==> config.mk <==
export PLATFORM = sky130hd
export DESIGN_NAME = mem_stage
export DESIGN_NICKNAME = d
export VERILOG_FILES = /design/src/rtl/cmp_pkg.sv /design/src/rtl/mem_stage_stack_ptr.sv /design/src/rtl/mem_stage.sv
export SDC_FILE = /design/constraint.sdc
export NUM_CORES = 1
export LEC_CHECK = 0
export CORE_MARGIN = 2
export CORE_UTILIZATION = 43
export DETAILED_ROUTE_END_ITERATION = 6
export PLACE_DENSITY = 0.91
export SETUP_SLACK_MARGIN = 0.1
export SYNTH_ARGS = -nofsm -noshare
export SYNTH_HDL_FRONTEND = slang
export SYNTH_SLANG_ARGS = --single-unit
==> constraint.sdc <==
create_clock -name clk -period 2.5 [get_ports clk]
set_input_delay 0.75 -clock clk [delete_from_list [all_inputs] [get_ports clk]]
set_output_delay 0.75 -clock clk [all_outputs]
set_load 0.1 [all_outputs]
==> src/rtl/cmp_pkg.sv <==
// Shared types and constants for the memory stage: FSM states, widths, stack reset value.
package cmp_pkg;

  localparam int DATA_W = 16;
  localparam int REG_W  = 3;

  localparam logic [DATA_W-1:0] SP_RESET = 16'h07FF;
  localparam logic [DATA_W-1:0] SP_ONE   = 16'h0001;

  typedef enum logic [1:0] {
    IDLE   = 2'd0,
    ACCESS = 2'd1,
    RESP   = 2'd2
  } state_t;

endpackage

==> src/rtl/mem_stage_stack_ptr.sv <==
// stack_ptr: stack pointer register with modulo-2^16 increment (pop) and decrement (push).
module stack_ptr
  import cmp_pkg::*;
(
  input  logic              clk,
  input  logic              rst,
  input  logic              inc,
  input  logic              dec,
  output logic [DATA_W-1:0] sp,
  output logic [DATA_W-1:0] sp_up
);

  // A pop reads the slot above the current top, so sp+1 is exposed for addressing.
  assign sp_up = sp + SP_ONE;

  always_ff @(posedge clk) begin
    if (rst) begin
      sp <= SP_RESET;
    end else if (inc) begin
      sp <= sp_up;
    end else if (dec) begin
      sp <= sp - SP_ONE;
    end
  end

endmodule

==> src/rtl/mem_stage.sv <==
// mem_stage: IDLE/ACCESS/RESP memory stage with load/store and an optional hardware stack.
// Stack support (push/pop, sp register) is compiled only when CMP_STACK_EN is defined.
module mem_stage
  import cmp_pkg::*;
(
  input  logic              clk,
  input  logic              rst,
  input  logic              ex_valid,
  output logic              ex_ready,
  input  logic [DATA_W-1:0] alu_out,
  input  logic [DATA_W-1:0] store_data,
  input  logic              mem_read,
  input  logic              mem_write,
  input  logic              push,
  input  logic              pop,
  input  logic              reg_write,
  input  logic [REG_W-1:0]  rdst,
  output logic              dmem_req,
  output logic              dmem_we,
  output logic [DATA_W-1:0] dmem_addr,
  output logic [DATA_W-1:0] dmem_wdata,
  input  logic [DATA_W-1:0] dmem_rdata,
  input  logic              dmem_ack,
  output logic              wb_valid,
  output logic [DATA_W-1:0] wb_data,
  output logic [REG_W-1:0]  wb_rdst,
  output logic              wb_reg_write,
  output logic [DATA_W-1:0] sp
);

  state_t            state;
  logic [DATA_W-1:0] alu_p0;
  logic [REG_W-1:0]  rdst_p0;
  logic              rw_p0;
  logic              push_p0;
  logic              pop_p0;
  logic              stk_push;
  logic              stk_pop;
  logic [DATA_W-1:0] sp_cur;
  logic [DATA_W-1:0] sp_up;
  logic              is_mem;
  logic              accept;
  logic              ack_hit;

  assign ex_ready = (state == IDLE) && !rst;
  assign accept   = ex_valid && ex_ready;
  assign ack_hit  = (state == ACCESS) && dmem_ack && !rst;

`ifdef CMP_STACK_EN
  assign stk_push = push;
  assign stk_pop  = pop;

  stack_ptr u_stack_ptr (
    .clk   (clk),
    .rst   (rst),
    .inc   (ack_hit && pop_p0),
    .dec   (ack_hit && push_p0),
    .sp    (sp_cur),
    .sp_up (sp_up)
  );
`else
  logic unused_stack;
  assign stk_push     = 1'b0;
  assign stk_pop      = 1'b0;
  assign sp_cur       = '0;
  assign sp_up        = '0;
  assign unused_stack = ^{push, pop, push_p0, pop_p0};
`endif

  assign sp     = sp_cur;
  assign is_mem = mem_read || mem_write || stk_push || stk_pop;

  // Accept boundary: the transaction fields are latched for the writeback bundle.
  always_ff @(posedge clk) begin
    if (accept) begin
      alu_p0  <= alu_out;
      rdst_p0 <= rdst;
      rw_p0   <= reg_write;
    end
  end

  always_ff @(posedge clk) begin
    if (rst) begin
      state        <= IDLE;
      dmem_req     <= 1'b0;
      dmem_we      <= 1'b0;
      dmem_addr    <= '0;
      dmem_wdata   <= '0;
      wb_valid     <= 1'b0;
      wb_data      <= '0;
      wb_rdst      <= '0;
      wb_reg_write <= 1'b0;
      push_p0      <= 1'b0;
      pop_p0       <= 1'b0;
    end else begin
      case (state)
        IDLE: begin
          if (accept) begin
            push_p0 <= 1'b0;
            pop_p0  <= 1'b0;
            if (is_mem) begin
              state      <= ACCESS;
              dmem_req   <= 1'b1;
              dmem_wdata <= store_data;
              // Lower-priority requests in the same transaction are dropped.
              if (stk_push) begin
                dmem_we   <= 1'b1;
                dmem_addr <= sp_cur;
                push_p0   <= 1'b1;
              end else if (stk_pop) begin
                dmem_we   <= 1'b0;
                dmem_addr <= sp_up;
                pop_p0    <= 1'b1;
              end else if (mem_write) begin
                dmem_we   <= 1'b1;
                dmem_addr <= alu_out;
              end else begin
                dmem_we   <= 1'b0;
                dmem_addr <= alu_out;
              end
            end else begin
              state        <= RESP;
              wb_valid     <= 1'b1;
              wb_data      <= alu_out;
              wb_rdst      <= rdst;
              wb_reg_write <= reg_write;
            end
          end
        end
        ACCESS: begin
          if (dmem_ack) begin
            state        <= RESP;
            dmem_req     <= 1'b0;
            wb_valid     <= 1'b1;
            wb_data      <= dmem_we ? alu_p0 : dmem_rdata;
            wb_rdst      <= rdst_p0;
            wb_reg_write <= rw_p0;
          end
        end
        RESP: begin
          state        <= IDLE;
          wb_valid     <= 1'b0;
          wb_reg_write <= 1'b0;
        end
        default: begin
          state <= IDLE;
        end
      endcase
    end
  end

endmodule

==> results of run 1 <==
==> worst reg2reg max path, cell delays in order (launching register included) <==
cell and delay, ns:
dfxtp_1 0.38, inv_1 0.08, ha_1 0.21, buf_4 0.18, nand2b_1 0.20, a221oi_4 0.30, buf_4 0.23, mux2i_1 0.21
nor2_1 0.05
==> power by group <==
group,internal [W],switching [W]
logic,0.000576,0.00142
clock network,0.000609,0.000421
registers,0.00144,0.0000821
total,0.00262,0.00192
==> metrics by stage <==
step           cells  power (W)  utilization  TNS (ns)  instance area [sq um]
3_5_place_dp     549   0.003554       0.5978   -0.6737                   4405
6_report         565   0.004545       0.6282         0                   4629
3_3_place_gp     549   0.003514       0.5978   -0.5958                   4405
5_1_grt          565   0.004754       0.6282         0                   4629
2_1_floorplan    356   0.003079            -         0                   3372
4_1_cts          565   0.004590       0.6282         0                   4629
==> layer usage <==
metal	wire length [um]	vias up
met3	579	7
li1	-	1365
met5	0	-
met2	3968	104
met1	3302	1277
met4	67	0
==> area by class of cell <==
| type | instances | area (sq um) | area share |
|---|---|---|---|
| repair buffers | 133 | 1174 | 0.2535 |
| clock buffers | 11 | 151.4 | 0.03270 |
| flip-flops and latches | 77 | 1742 | 0.3762 |
| inverters | 4 | 15.01 | 0.003243 |
| clock inverters | 5 | 72.57 | 0.01568 |
| well taps | 99 | 123.9 | 0.02676 |
| multi-input cells | 236 | 1351 | 0.2919 |
==> state kept, by name, indices dropped and copies added, names as in the netlist <==
| signal | count |
|---|---|
| alu_p0 | 16 |
| wb_rdst | 3 |
| rdst_p0 | 3 |
| dmem_addr | 16 |
| rw_p0 | 1 |
| state | 2 |
| wb_data | 16 |
| wb_reg_write | 1 |
| dmem_req | 1 |
| dmem_wdata | 16 |
| dmem_we | 1 |
| wb_valid | 1 |
==> synthesized netlist by cell type <==
cell and n:
a211oi_2 3, dlygate4sd1_1 1, dfxtp_1 57, ha_1 4, nand3b_1 1, a221o_1 1
buf_4 17, a2111oi_2 1, nor2_1 40, edfxtp_1 20, a32oi_1 2, dlymetal6s2s_1 1
and2b_2 1, a221oi_4 1, nor2b_1 1, o21a_1 1, a311oi_1 1, nand2_1 64
buf_6 2, nand3_1 2, nor3_1 1, buf_1 2, nand2b_2 1, inv_1 4
conb_1 1, a21oi_1 50, or3b_4 1, or2_1 1, buf_8 2, a211oi_1 1
o21ai_0 1, nand2b_1 2, nor2_2 3, clkbuf_1 10, mux2i_1 36, buf_2 4
==> kinds of logic after synthesis <==
| group | share of synthesized area |
|---|---|
| simple gates | 0.1467 |
| flops | 0.5265 |
| compound gates | 0.1165 |
| buf+inv | 0.08510 |
| mux | 0.1089 |
| fa+ha+maj | 0.01513 |
| other cells | 0.001134 |
==> how the worst max path moves through the flow <==
stage | start | to | slack (ns)
after global routing | state[1] | ex_ready | 0.17
after detailed placement | mem_write | wb_data[0] | -0.06
after CTS | state[0] | ex_ready | 0.24
after floorplan | rst | ex_ready | 0.28
after global placement | mem_write | wb_data[1] | -0.05
final | state[0] | ex_ready | 0.26
==> out/results.ini, run 1 <==
[status]
status=completed

[sta]
slew_violations=0
finalCritPeriodShare=0.8947
layout_setup_ws_ns=0.2632
min_period_ns=2.237
setup_viol=0
fmax_mhz=447.1
rsz0062_at_grt=no
holdWs_ns=0.4565
finClkSkew_ns=0.003444
finalHoldViolations=0

[layout]
fillers=634
layout_common_cells=73 x buf_4, 64 x nand2_1, 57 x dfxtp_1
n_antenna_cell=0
layout_commonest_cell=buf_4
synthToLayoutAreaGrowth_pct=39.94
nets=525
drive_above_1_share=0.2232

[worst_setup_path]
crit_slowest_cell=dfxtp_1
crit_arrival_ns=1.49
critPathMaxStageDelay_ns=0.38
cpLargestDelayFamily=buffers and inverters
timing.rr.start=state[0]
critPathRequiredTime_ns=1.75
cp.depth=5
startpoint_type=flop
endpoint_kind=output pin
r2r_cells=8
r2r-end=wb_data[15]
crit_buf_inv=3
path_max_fanout=11
path_cells=inv_1 > ha_1 > buf_4 > nor2b_4 > buf_12
critPathKind=flop to output pin
regToRegSetupSlack_ns=0.53

[clock_network]
cts_buffer_depth=2
cts.clk_slew.worst_paths_ns=0.07
cts_resized=0
htreeDepth=3
cts_setup_buffers=0
clk_latency_ns=0.33
tritoncts=yes
cts_sinks=77
cts.hold.buffers_added=0
root_buffer=clkbuf_8
numCtsBuffers=9

[global_route]
grt_usage=0.1872
grt_max_degree=31
grt_antenna_before_repair=0
use_met2=0.3303
busiest_layer=met2
overflow=0
gr-usage-met1=0.2229
grt_pass1_wl_mm=12.72
globalRouteMet3Util=0.04684
grt_pass1_vias=2735

[logic_synthesis]
syn-cell-area_sq_um=3308
yosys_register_bits=77
syn_area_per_cell_sq_um=9.701
syn_inst=341
yosysTopAreaCell=dfxtp_1
yosysTopAreaCellShare=0.3449
yosys_warnings=0
ys_types=36
yosys-top-cells-area=dfxtp_1 34%, edfxtp_1 18%, mux2i_1 11%
seq_area_frac_synth=0.5265

[worst_hold_path]
min_path_cells=2
holdPathEnd=dmem_wdata[4]
hp-start=dmem_wdata[4]
hold_path_class=flop to flop

[place]
place_congestion=0.7972
place.port_buffers=113
pre_cts_ws_ns=-0.06335
hpwlAfterDp_mm=5.798

[run]
cap_violations=0

[die]
num_rows=31
core_region_area_sq_um=7370
io_pins=132
die_area_sq_um=8411
die_y_um=91.71
die_x_um=91.71
initial_core_util=0.4489

[drt]
drc=0
dr.first_iter.drc_count=107
ant_nets=0
via_per_inst=4.873
drt_wl_total_mm=7.918
wl_per_cell_um=14.01
dr.pass1.iters=4
vias=2753

[pwr]
p_per_area_nw_per_um2=981.8
ir_worst_vdd_mv=0.5334
p_leak_nw=1.849

Power figures use the tool's default switching activity.
==> inputs of run 2 (changes only) <==
Settings changed: CORE_MARGIN 2 to not set, CTS_BUF_LIST set to sky130_fd_sc_hd__clkbuf_8 sky130_fd_sc_hd__clkbuf_16.
==> run 2 against run 1 <==
  * Critical path depth rose by 1
  * Clock skew grew 0.0055 ns
  * Cell area hardly changed
  * Via count decreased by 0.65%
  * Global-route usage is 1.6 points higher
  * Utilization increased by 0.28 points
  * Count of clock-buffer cells in the layout is 1 lower
  * Critical endpoint is now wb_data[12]
==> out/results.ini, run 2 (synthesis gave the netlist of run 1 again) <==
[status]
status=completed

[pwr]
p_switching_w=0.001941
pwr-share-clk=0.224
share_comb_of_total_power=0.441
ir_worst_vdd_mv=0.4718
p_leak_nw=1.841
p_per_area_nw_per_um2=980.0
intPower_w=0.002592
switching_share=0.4282
seq_power_share=0.335

[layout]
post-route-util=0.6310
nets=522
regArea_sq_um=1742
drive_above_1_share=0.2181
fillers=593
multiInputGateArea_sq_um=1351
layout_commonest_cell=buf_4
layout.cells.non_filler=562
n_antenna_cell=0
layout_common_cells=68 x buf_4, 64 x nand2_1, 57 x dfxtp_1
synthToLayoutAreaGrowth_pct=39.83
final_area_sq_um=4626

[drt]
drt_wl_total_mm=7.987
wl_per_cell_um=14.21
ant_nets=0
drc=0
vias=2735
via_per_inst=4.867
dr.first_iter.drc_count=48
dr.pass1.iters=4

[sta]
finalHoldViolations=0
holdWs_ns=0.4573
finClkSkew_ns=0.008917
setup-tns-final_ns=0
finalCritPeriodShare=0.9059
slew_violations=0
fmax_mhz=441.6
rsz0062_at_grt=no
setup_viol=0
min_period_ns=2.265

[clock_network]
root_buffer=clkbuf_8
cts.hold.buffers_added=0
cts_buffer_depth=2
htreeDepth=3
tritoncts=yes
cts_setup_buffers=0
cts.clk_slew.worst_paths_ns=0.08
cts_resized=0
numCtsBuffers=9
cts_sinks=77
clk_latency_ns=0.33

[die]
die_x_um=89.71
die_y_um=89.71
io_pins=132
die_area_sq_um=8048
num_rows=31
initial_core_util=0.4513
core_region_area_sq_um=7331

[worst_setup_path]
crit_arrival_ns=2.48
endpoint_kind=flop
path_max_fanout=13
startpoint_type=input port
critPathKind=input port to flop
critPathRequiredTime_ns=2.72

[place]
place.port_buffers=113
hpwlAfterDp_mm=5.782
place_inst=546
place_congestion=0.8339
post_dp_cell_area_sq_um=4408

[global_route]
grt_antenna_before_repair=0
grt_usage=0.2033
grt_max_degree=33
overflow=0
grt_pass1_wl_mm=13.10
grt_pass1_vias=2819

[run]
cap_violations=0

[worst_hold_path]
hold_path_class=flop to flop

## run 2: through the flow
stage / setup slack (ns) / total power [W]
finish: 0.2354 / 0.004533
global route: 0.1660 / 0.004739
CTS: 0.2270 / 0.004572
detailed placement: -0.1439 / 0.003556
global placement: -0.07104 / 0.003509
floorplan: 0.2751 / 0.003079
## run 2: worst max-delay path, stage by stage
cell             delay [ns]
clkdlybuf4s50_1        0.44
or3b_4                 0.42
a221oi_4               0.39
buf_12                 0.22
mux2i_1                0.20
nor2_1                 0.06
## run 2: path summary, 6_finish.rpt
kind                            cells after the start  slack (ns)             to          start
worst max-delay path                                6        0.24    wb_data[12]      mem_write
worst min register to register                      2        0.46  dmem_wdata[7]  dmem_wdata[7]
worst max register to register                      8        0.46    wb_data[12]       state[1]
worst min-delay path                                2        0.46  dmem_wdata[7]  dmem_wdata[7]
## run 2: area by class of cell
| type | instances | area share |
|---|---|---|
| sequential | 77 | 0.3765 |
| multi-input combinational | 236 | 0.2921 |
| timing repair buffer | 130 | 0.2543 |
| clock buffer | 10 | 0.02975 |
| tap | 99 | 0.02678 |
| clock inverter | 6 | 0.01731 |
| inverter | 4 | 0.003246 |
## run 2: per-layer routing
layer / up-vias / track usage / wire, um
met3: 9 / 0.06007 / 605
met5: - / 0 / 0
met2: 104 / 0.3615 / 4000
li1: 1351 / - / -
met4: 0 / 0.07104 / 91
met1: 1271 / 0.2309 / 3289
## run 2: power by group through the flow
stage | registers, W | clock network (W) | logic [W]
6_report | 0.00152 | 0.00101 | 0.00200
5_1_grt | 0.00154 | 0.00110 | 0.00210
4_1_cts | 0.00152 | 0.00104 | 0.00202
3_5_place_dp | 0.00155 | 0 | 0.00201
3_3_place_gp | 0.00153 | 0 | 0.00197
2_1_floorplan | 0.00229 | 0 | 0.000791
